<file path="config.mk">
export PLATFORM = sky130hd
export DESIGN_NAME = serial_adder
export DESIGN_NICKNAME = d
export VERILOG_FILES = /design/src/rtl/serial_arith_pkg.sv /design/src/rtl/full_adder_bit.sv /design/src/rtl/serial_adder.sv
export SDC_FILE = /design/constraint.sdc
export NUM_CORES = 1
export LEC_CHECK = 0
export BUFFER_PORTS_ARGS = -buffer_cell sky130_fd_sc_hd__buf_2
export CAP_MARGIN = 15
export CORE_ASPECT_RATIO = 0.9
export CORE_MARGIN = 4
export CORE_UTILIZATION = 48
export CTS_BUF_LIST = sky130_fd_sc_hd__clkbuf_4 sky130_fd_sc_hd__clkbuf_8 sky130_fd_sc_hd__clkbuf_16
export CTS_CLUSTER_DIAMETER = 30
export DETAILED_ROUTE_END_ITERATION = 12
export GPL_TIMING_DRIVEN = 0
export PLACE_DENSITY = 0.74
export SLEW_MARGIN = 20
export SYNTH_ARGS = -nofsm -noshare
export SYNTH_HDL_FRONTEND = slang
export SYNTH_SLANG_ARGS = --single-unit
</file>
<file path="constraint.sdc">
create_clock -name clk_i -period 1.3 [get_ports clk_i]
set_input_delay 0.26 -clock clk_i [delete_from_list [all_inputs] [get_ports clk_i]]
set_output_delay 0.26 -clock clk_i [all_outputs]
set_load 0.05 [all_outputs]
</file>
<file path="src/rtl/serial_arith_pkg.sv">
// ============================================================================
//  Module      : serial_arith_pkg
//  Description : Shared constants for the bit-serial add/subtract datapaths.
//  Revision    : 1.0 - initial release
// ============================================================================
`default_nettype none

package serial_arith_pkg;

    localparam int DEFAULT_WIDTH = 8;

    localparam logic [1:0] S_IDLE = 2'd0;
    localparam logic [1:0] S_RUN  = 2'd1;
    localparam logic [1:0] S_DONE = 2'd2;

endpackage

`default_nettype wire

</file>
<file path="src/rtl/full_adder_bit.sv">
// ============================================================================
//  Module      : full_adder_bit
//  Description : Combinational 1-bit full adder cell.
//  Revision    : 1.0 - initial release
// ============================================================================
`default_nettype none

module full_adder_bit (
    input  wire logic i_a,
    input  wire logic i_b,
    input  wire logic i_cin,
    output logic      o_sum,
    output logic      o_cout
);

    assign o_sum  = i_a ^ i_b ^ i_cin;
    assign o_cout = (i_a & i_b) | (i_a & i_cin) | (i_b & i_cin);

endmodule

`default_nettype wire

</file>
<file path="src/rtl/serial_adder.sv">
// ============================================================================
//  Module      : serial_adder
//  Description : Bit-serial two's-complement adder, LSB first, one bit/clock.
//  Revision    : 1.0 - initial release
// ============================================================================
`default_nettype none

module serial_adder
    import serial_arith_pkg::*;
#(
    parameter int WIDTH = DEFAULT_WIDTH,
    parameter int CNT_W = $clog2(WIDTH)
) (
    input  wire logic             clk_i,
    input  wire logic             rst_i,
    input  wire logic             start_i,
    input  wire logic [WIDTH-1:0] a_i,
    input  wire logic [WIDTH-1:0] b_i,
    input  wire logic             carry_in_i,
    output logic                  busy_o,
    output logic                  done_o,
    output logic [WIDTH-1:0]      sum_o,
    output logic                  carry_out_o,
    output logic                  overflow_o
);

    localparam int               c_SSW  = WIDTH - 1;
    localparam logic [CNT_W-1:0] c_LAST = CNT_W'(WIDTH - 1);

    logic [1:0]       r_state;
    logic [WIDTH-1:0] r_sa;
    logic [WIDTH-1:0] r_sb;
    logic [c_SSW-1:0] r_ss;
    logic             r_c;
    logic [CNT_W-1:0] r_cnt;
    logic [WIDTH-1:0] r_sum;
    logic             r_cout;
    logic             r_ovf;

    logic             w_s;
    logic             w_cout;

    full_adder_bit u_fa (
        .i_a    (r_sa[0]),
        .i_b    (r_sb[0]),
        .i_cin  (r_c),
        .o_sum  (w_s),
        .o_cout (w_cout)
    );

    always_ff @(posedge clk_i) begin
        if (rst_i) begin
            r_state <= S_IDLE;
            r_sa    <= '0;
            r_sb    <= '0;
            r_ss    <= '0;
            r_c     <= 1'b0;
            r_cnt   <= '0;
            r_sum   <= '0;
            r_cout  <= 1'b0;
            r_ovf   <= 1'b0;
        end else begin
            case (r_state)
                // DONE accepts a new start directly for back-to-back operation
                S_IDLE, S_DONE: begin
                    if (start_i) begin
                        r_sa    <= a_i;
                        r_sb    <= b_i;
                        r_ss    <= '0;
                        r_c     <= carry_in_i;
                        r_cnt   <= '0;
                        r_state <= S_RUN;
                    end else begin
                        r_state <= S_IDLE;
                    end
                end
                S_RUN: begin
                    r_sa  <= r_sa >> 1;
                    r_sb  <= r_sb >> 1;
                    r_ss  <= c_SSW'({w_s, r_ss} >> 1);
                    r_c   <= w_cout;
                    r_cnt <= r_cnt + 1'b1;
                    if (r_cnt == c_LAST) begin
                        // r_c still holds the carry into the MSB here
                        r_sum   <= {w_s, r_ss};
                        r_cout  <= w_cout;
                        r_ovf   <= r_c ^ w_cout;
                        r_state <= S_DONE;
                    end
                end
                default: r_state <= S_IDLE;
            endcase
        end
    end

    assign busy_o      = (r_state == S_RUN);
    assign done_o      = (r_state == S_DONE);
    assign sum_o       = r_sum;
    assign carry_out_o = r_cout;
    assign overflow_o  = r_ovf;

endmodule

`default_nettype wire

</file>
==> results of run 1 <==
==> critical path: cells and delay by family, from the launching register on <==
kind                     cells  cell delay, ps
AO/OA/AOI/OAI                1              50
adder cells (fa/ha/maj)      2             310
buffers and inverters        1             140
flip-flops                   1             360
AND/OR/NAND/NOR              2             290
==> worst paths after layout <==
| kind | slack [ps] | endpoint | from | cells past startpoint |
|---|---|---|---|---|
| max reg2reg | 6 | sum_o[1] | r_cnt[0] | 6 |
| min reg2reg | 450 | sum_o[1] | sum_o[1] | 2 |
| max | 6 | sum_o[1] | r_cnt[0] | 6 |
| min | 200 | r_sa[7] | a_i[7] | 3 |
==> what timing repair did <==
action	in CTS	in global routing
gates resized for setup	19	23
pin swaps	3	6
buffers inserted	4	2
setup endpoints to repair	12	22
gates cloned	1	0
==> routing by layer <==
metal / GRT usage, % / share of wire, % / vias up
met2: 27.9 / 47 / 42
met3: 4.29 / 5.8 / 5
met5: 0 / 0 / -
li1: - / - / 743
met1: 22.3 / 46 / 676
met4: 8.29 / 1.4 / 0
==> cell type report <==
cell class	instances	area, um2	share of cell area [%]
clock inverter	1	5.00	0.237
tap	42	52.6	2.49
multi-input combinational	138	841	39.9
buffer	14	97.6	4.63
sequential	39	791	37.5
inverter	1	6.26	0.297
clock buffer	7	83.8	3.98
timing repair buffer	37	231	11.0
==> synthesized netlist by cell type (2+ instances only) <==
library cell | n | area, um2
ha_1 | 2 | 25.0
nand2_1 | 59 | 221
clkbuf_1 | 2 | 7.51
nand3_1 | 12 | 60.1
a311oi_1 | 8 | 70.1
nor2b_1 | 2 | 12.5
buf_4 | 4 | 30.0
a311oi_2 | 7 | 105
buf_6 | 2 | 22.5
nand2b_1 | 3 | 18.8
a21oi_1 | 21 | 105
buf_2 | 7 | 35.0
nor2_1 | 18 | 67.6
dfxtp_1 | 39 | 781
==> cells by family after synthesis <==
kind of cell	count (synthesis)	synth area share (%)
compound gates	38	18.1
xor+xnor	1	0.538
fa+ha+maj	3	2.76
buf+inv	17	6.30
flops	39	47.9
simple gates	96	24.3
==> flip-flops by register name, indices dropped and copies added, names as in the netlist <==
register,flops
r_sa,8
r_sb,8
sum_o,8
r_ss,7
r_cnt,3
r_state,2
carry_out_o,1
overflow_o,1
r_c,1
==> through the flow <==
stage               cells  setup slack, ps  utilization (%)  power [mW]
floorplan             194             3.26                -        1.54
global placement      266             -131             57.9        1.63
detailed placement    266             -123             57.9        1.63
CTS                   278            -31.3             64.1        2.48
global route          279            -43.8             66.7        2.58
finish                279             6.16             66.7        2.46
==> where the power goes <==
group | switching [mW] | internal [mW] | total [mW]
clock | 0.401 | 0.418 | 0.819
combinational | 0.193 | 0.154 | 0.347
sequential | 0.0430 | 1.25 | 1.30
==> impl_metrics.toml, run 1 <==
[floorplanning]
fp.dieH_um = 63.3
core_area_um2 = 3160
fp-row-count = 19
dieArea_um2 = 4390
io_pins = 32
die_x_um = 69.4
start_util_pct = 51.5

[synthesis]
synth_warnings = 0
ys_ff_latch = 39
syn-num-nets = 217
synth.yosys.seq_area_share_pct = 47.9
netlist_instances = 194
synth-edff-count = 0
synthArstFlopShare_pct = 0
netlist_area_um2 = 1630
ys.flop_type = "dfxtp_1"
syn_area_per_cell_um2 = 8.40
yosysUniqueCellTypes = 22

[clocking]
insertion_delay_ps = 290
path_clk_slew_ps = 70
ctsHtreeMaxLevel = 2
clkSinkCount = 39
root_buffer = "clkbuf_8"
cts_buffers = 5
hold_buffers = 0
cts_tree = "done"
clk_path_buf_depth = 2

[cells_and_area]
layout_commonest_cell = "nand2_1"
fill_cells = 286
nets = 259
area_growth_pct = 29.4
fin_area_um2 = 2110
diodes = 0
drive_gt1_share_pct = 36.3
final_cell_mix = "54 x nand2_1, 35 x dfxtp_1, 31 x buf_2"

[sta]
maxSlewViolCount = 0
hold_viol = 0
worst_slew_pin_slew_ps = 643
fmax_mhz = 773
fin_crit_sh_pct = 99.5
slew_headroom_pct = 57.1
holdWs_ps = 204
rsz0062_at_grt = "true"
setup_viol = 0
tns_ps = 0
finalCriticalPeriod_ps = 1290
skew_ps = 6.75

[drt]
avgViaCountPerCell = 5.25
drc = 0
antenna_left = 0
wl_per_cell_um = 13.0
first_pass_iters = 4
drtIter0Drc = 93
via_count = 1466
wl_mm = 3.62

[placement]
port_buffers = 30
place_congestion = 0.727
dp_hpwl_mm = 2.37
dpl_cell_area_um2 = 1830

[worst_setup_path]
worstPathRequired_ps = 1450
start_kind = "register"
crit_top_cell = "ha_4"
path_max_fanout = 5
cpPeakStageDelay_ps = 360
crit_slowest_cell = "dfxtp_4"
cp.arrival_ps = 1440
crit_chain = "ha_4 > ha_4 > and3b_2 > buf_6 > nand2_1 > a21oi_1"
worstSetupPathType = "register to register"
endpoint_kind = "register"

[global_route]
track_usage_pct = 17.5
antenna_found_initial = 0
globalRouteOverflowTotal = 0
grt_max_degree = 12
grt_pass1_vias = 1420
grt_pass1_wl_mm = 6.27

[power_and_ir_drop]
power.density_nw_per_um2 = 1170
leakagePower_nw = 0.869
peakVddDrop_v = 0.000748

[run_status]
status = "complete, no violations"

[worst_hold_path]
hp-class = "input pin to register"

[job]
maxCapViolCount = 0
(Power assumes the default switching activity.)
==> run 2: changes to the inputs <==
Settings changed: CORE_UTILIZATION 48 to 40, PLACE_DENSITY 0.74 to 0.62.
==> run 2 against run 1 <==
The flow now finishes with violations (negative setup slack). Total power up 0.35%. Utilization is 12 points lower. Critical path depth stayed put. Global-route usage down 0.80 points. Die area rose by 17%. First-iteration DRC count is 6.5% higher. Sequential power is essentially flat. Flip-flop and latch count stayed put. Register-to-register slack about the same. Largest cell class unchanged.
==> impl_metrics.toml, run 2 (same netlist as run 1, synthesis figures left out) <==
[clocking]
cts_tree = "done"
cts_buffers = 5
root_buffer = "clkbuf_8"
path_clk_slew_ps = 70
hold_buffers = 0
clkSinkCount = 39
insertion_delay_ps = 290
clk_path_buf_depth = 2
ctsHtreeMaxLevel = 2

[placement]
pre_cts_slack_ps = -131
dp_hpwl_mm = 2.46
place_inst = 270
dpl_cell_area_um2 = 1840
port_buffers = 30
place_congestion = 0.703

[worst_setup_path]
cp_top_family = "flip-flops"
cp.arrival_ps = 1460
r2r_end = "sum_o[7]"
path_max_fanout = 5
crit_top_cell = "ha_4"
reg2regPathDepth = 6
start_kind = "register"
r2r_start = "r_cnt[0]"
worstSetupPathType = "register to register"
worst-path-buf-inv = 1
crit_chain = "ha_4 > ha_4 > and3b_2 > buf_6 > nand2_1 > a21oi_2"
cpPeakStageDelay_ps = 360
worstPathRequired_ps = 1460
endpoint_kind = "register"
r2r_setup_slack_ps = -7
crit_slowest_cell = "dfxtp_4"

[cells_and_area]
fin_util_pct = 55.2
final-instance-count-excl-fill = 285
area_growth_pct = 29.0
drive_gt1_share_pct = 36.4
diodes = 0
nets = 261
fin_area_um2 = 2100
layout_commonest_cell = "nand2_1"
final_cell_mix = "52 x nand2_1, 35 x dfxtp_1, 32 x buf_2"

[global_route]
grt_use_met2_pct = 26.0
busiest_layer = "met2"
grt_use_met3_pct = 5.07
gr-usage-met1_pct = 21.3
grt_pass1_wl_mm = 6.39
grt_pass1_vias = 1389
antenna_found_initial = 0
track_usage_pct = 16.7
grt_max_degree = 12
globalRouteOverflowTotal = 0

[sta]
fin_crit_sh_pct = 101
tns_ps = -11.0
hold_viol = 0
fmax_mhz = 765
skew_ps = 5.79
slew_headroom_pct = 57.6
setup_viol = 2
rsz0062_at_grt = "true"
finalCriticalPeriod_ps = 1310
holdWs_ps = 204
worst_slew_pin_slew_ps = 636
maxSlewViolCount = 0
fin_ws_ps = -6.77

[worst_hold_path]
hp-start = "a_i[7]"
hp-class = "input pin to register"
hold_end = "r_sa[7]"
min_delay_path_depth = 3

[drt]
wl_mm = 3.84
antenna_left = 0
via_count = 1454
wl_per_cell_um = 13.5
first_pass_iters = 5
drc = 0
drtIter0Drc = 99
avgViaCountPerCell = 5.10

[floorplanning]
dieArea_um2 = 5160
die_x_um = 75.3
fp.dieH_um = 68.5
core_area_um2 = 3810
io_pins = 32
start_util_pct = 42.8
fp-row-count = 21

[power_and_ir_drop]
peakVddDrop_v = 0.000795
power_mw = 2.47
power.density_nw_per_um2 = 1180
leakagePower_nw = 0.843

[job]
maxCapViolCount = 0

[run_status]
violations = "negative setup slack"
status = "finished with violations"
[run 2: worst max path at each step]
stage,cells past startpoint,endpoint,slack [ps],start
floorplan,1,done_o,3,r_state[1]
global placement,5,busy_o,-140,r_state[0]
detailed placement,5,busy_o,-130,r_state[0]
CTS,4,busy_o,-20,r_state[1]
global route,6,sum_o[7],-40,r_cnt[0]
finish,6,sum_o[7],-7,r_cnt[0]
[run 2: worst min-delay path, stage by stage]
cell and delay (ps):
buf_2 90, nand2_1 50, a21oi_1 50
[run 2: layout make-up]
| type | count | area [um2] |
|---|---|---|
| Buffer | 14 | 95.1 |
| Clock buffer | 7 | 83.8 |
| Clock inverter | 1 | 5.00 |
| Fill cell | 361 | 1710 |
| Inverter | 1 | 8.76 |
| Multi-Input combinational cell | 138 | 827 |
| Sequential cell | 39 | 791 |
| Tap cell | 46 | 57.6 |
| Timing Repair Buffer | 39 | 234 |
[run 2: routing by layer]
metal,part of all wire (%),vias to the layer above
met5,0,-
met4,1.7,0
met3,6.3,8
met2,45,41
met1,47,664
li1,-,741
[run 2: power by group]
| group | leakage [nW] | internal (mW) | total (mW) | switching [mW] |
|---|---|---|---|---|
| Sequential | 0.321 | 1.25 | 1.29 | 0.0412 |
| Clock | 0.0491 | 0.418 | 0.824 | 0.406 |
| Combinational | 0.473 | 0.151 | 0.352 | 0.201 |
[run 2: repair_timing]
item,CTS,global route
cloned,1,0
resized for setup,21,18
setup endpoints to repair,12,28
pin swaps,1,7
buffers inserted,6,2
==> run 3: changes to the inputs <==
Settings changed: CORE_MARGIN 4 to not set, CTS_BUF_LIST sky130_fd_sc_hd__clkbuf_4 sky130_fd_sc_hd__clkbuf_8 sky130_fd_sc_hd__clkbuf_16 to sky130_fd_sc_hd__clkbuf_8.
==> run 3 against run 2 <==
The flow now finishes without violations. Global-route usage increased by 0.66 points. Clock-buffer cell count unchanged. Hold slack improved by 2.9 ps. Utilization decreased by 0.33 points. Via count about the same. Routed wire length decreased by 7.6%. Largest power group unchanged. Highest routed layer unchanged.
==> impl_metrics.toml, run 3 (same netlist as run 1, synthesis figures left out) <==
[power_and_ir_drop]
peakVddDrop_v = 0.000663
power.density_nw_per_um2 = 1210
power_mw = 2.52
leakagePower_nw = 0.825

[worst_setup_path]
cp.arrival_ps = 1450
cp_top_family = "flip-flops"
crit_chain = "ha_4 > ha_4 > and3b_2 > buf_6 > nand2_1 > a21oi_2"
worstPathRequired_ps = 1450
crit_slowest_cell = "dfxtp_2"
worstSetupPathType = "register to register"
path_max_fanout = 5
start_kind = "register"
endpoint_kind = "register"
worst-path-buf-inv = 1
crit_top_cell = "ha_4"
cpPeakStageDelay_ps = 340

[floorplanning]
fp.dieH_um = 62.5
core_area_um2 = 3810
io_pins = 32
start_util_pct = 42.8
fp-row-count = 21
dieArea_um2 = 4330
die_x_um = 69.3

[cells_and_area]
layout_commonest_cell = "nand2_1"
multiInputGateArea_um2 = 825
final-instance-count-excl-fill = 282
drive_gt1_share_pct = 35.6
fin_util_pct = 54.8
area_growth_pct = 28.3
diodes = 0
seqCellArea_um2 = 788
fill_cells = 353
nets = 258
final_cell_mix = "51 x nand2_1, 35 x dfxtp_1, 32 x buf_2"

[sta]
hold_viol = 0
tns_ps = 0
finalCriticalPeriod_ps = 1300
fmax_mhz = 770
worst_slew_pin_slew_ps = 672
maxSlewViolCount = 0
slew_headroom_pct = 55.2
setup_viol = 0
fin_crit_sh_pct = 99.9
skew_ps = 5.07
rsz0062_at_grt = "true"

[job]
maxCapViolCount = 0

[clocking]
path_clk_slew_ps = 70
cts_tree = "done"
ctsHtreeMaxLevel = 2
root_buffer = "clkbuf_8"
cts_buffers = 5
clk_path_buf_depth = 2
insertion_delay_ps = 290
clkSinkCount = 39

[drt]
wl_mm = 3.55
antenna_left = 0
drc = 0
via_count = 1455
first_pass_iters = 4
wl_per_cell_um = 12.6
drtIter0Drc = 54
avgViaCountPerCell = 5.16

[placement]
place_congestion = 0.717
dp_hpwl_mm = 2.35
port_buffers = 30
place_inst = 270

[worst_hold_path]
hp-class = "input pin to register"

[run_status]
status = "complete, no violations"

[global_route]
grt_max_degree = 12
antenna_found_initial = 0
grt_pass1_wl_mm = 6.06
grt_pass1_vias = 1264
track_usage_pct = 17.4
globalRouteOverflowTotal = 0
## run 3: cell count changes in the layout (fill, tap and decap cells not counted), sizes merged
cell,previous run,this run
inv,1,2
buf,51,48
clkinv,1,0
## run 3: layout make-up
class	count	area share, %
well taps	46	2.75
flip-flops and latches	39	37.7
clock inverters	1	0.180
repair buffers	36	10.1
clock buffers	7	4.61
inverters	1	0.419
multi-input cells	138	39.5
plain buffers	14	4.73
## run 3: worst paths after layout
kind / slack [ps] / depth (start not counted) / to / from
worst min register to register: 450 / 2 / sum_o[4] / sum_o[4]
worst max register to register: 1 / 6 / carry_out_o / r_cnt[0]
worst min-delay path: 210 / 3 / r_sb[7] / b_i[7]
worst max-delay path: 1 / 6 / carry_out_o / r_cnt[0]
## run 3: what timing repair did
| item | 4_1_cts | 5_1_grt |
|---|---|---|
| setup buffers | 4 | 1 |
| cloned | 1 | 0 |
| endpoints found under the setup margin | 13 | 29 |
| pin swaps | 1 | 3 |
| gates resized for setup | 24 | 14 |
| hold endpoints to repair | 0 | 0 |
| hold buffers | 0 | 0 |
## run 3: where the power goes
part / internal (mW) / switching (mW) / leakage [nW]
registers: 1.25 / 0.0438 / 0.320
clock network: 0.476 / 0.402 / 0.0557
logic: 0.152 / 0.196 / 0.450
total: 1.88 / 0.641 / 0.825
## run 3: layer usage
metal | share of wire [%] | vias to the layer above | track usage [%]
met1 | 49 | 663 | 23.4
met5 | 0 | - | 0
met2 | 44 | 47 | 26.3
met4 | 0.99 | 0 | 6.12
met3 | 5.6 | 6 | 5.32
li1 | - | 739 | -
## run 3: per-stage QoR
stage               hold WS [ps]  worst slack, ps  instance area [um2]
finish                       207             1.24                 2090
global route                 205            -38.3                 2090
CTS                          201            -23.4                 2060
detailed placement           444             -158                 1840
global placement             442             -163                 1840
floorplan                    396             3.26                 1630
## run 3: worst register-to-register path: cells and delay by family (launching register included)
kind,cells,cell delay (ps)
AOI/OAI and AO/OA,1,50
adders and majority gates,2,310
buffers and inverters,1,140
DFF,1,340
and+or+nand+nor,2,320
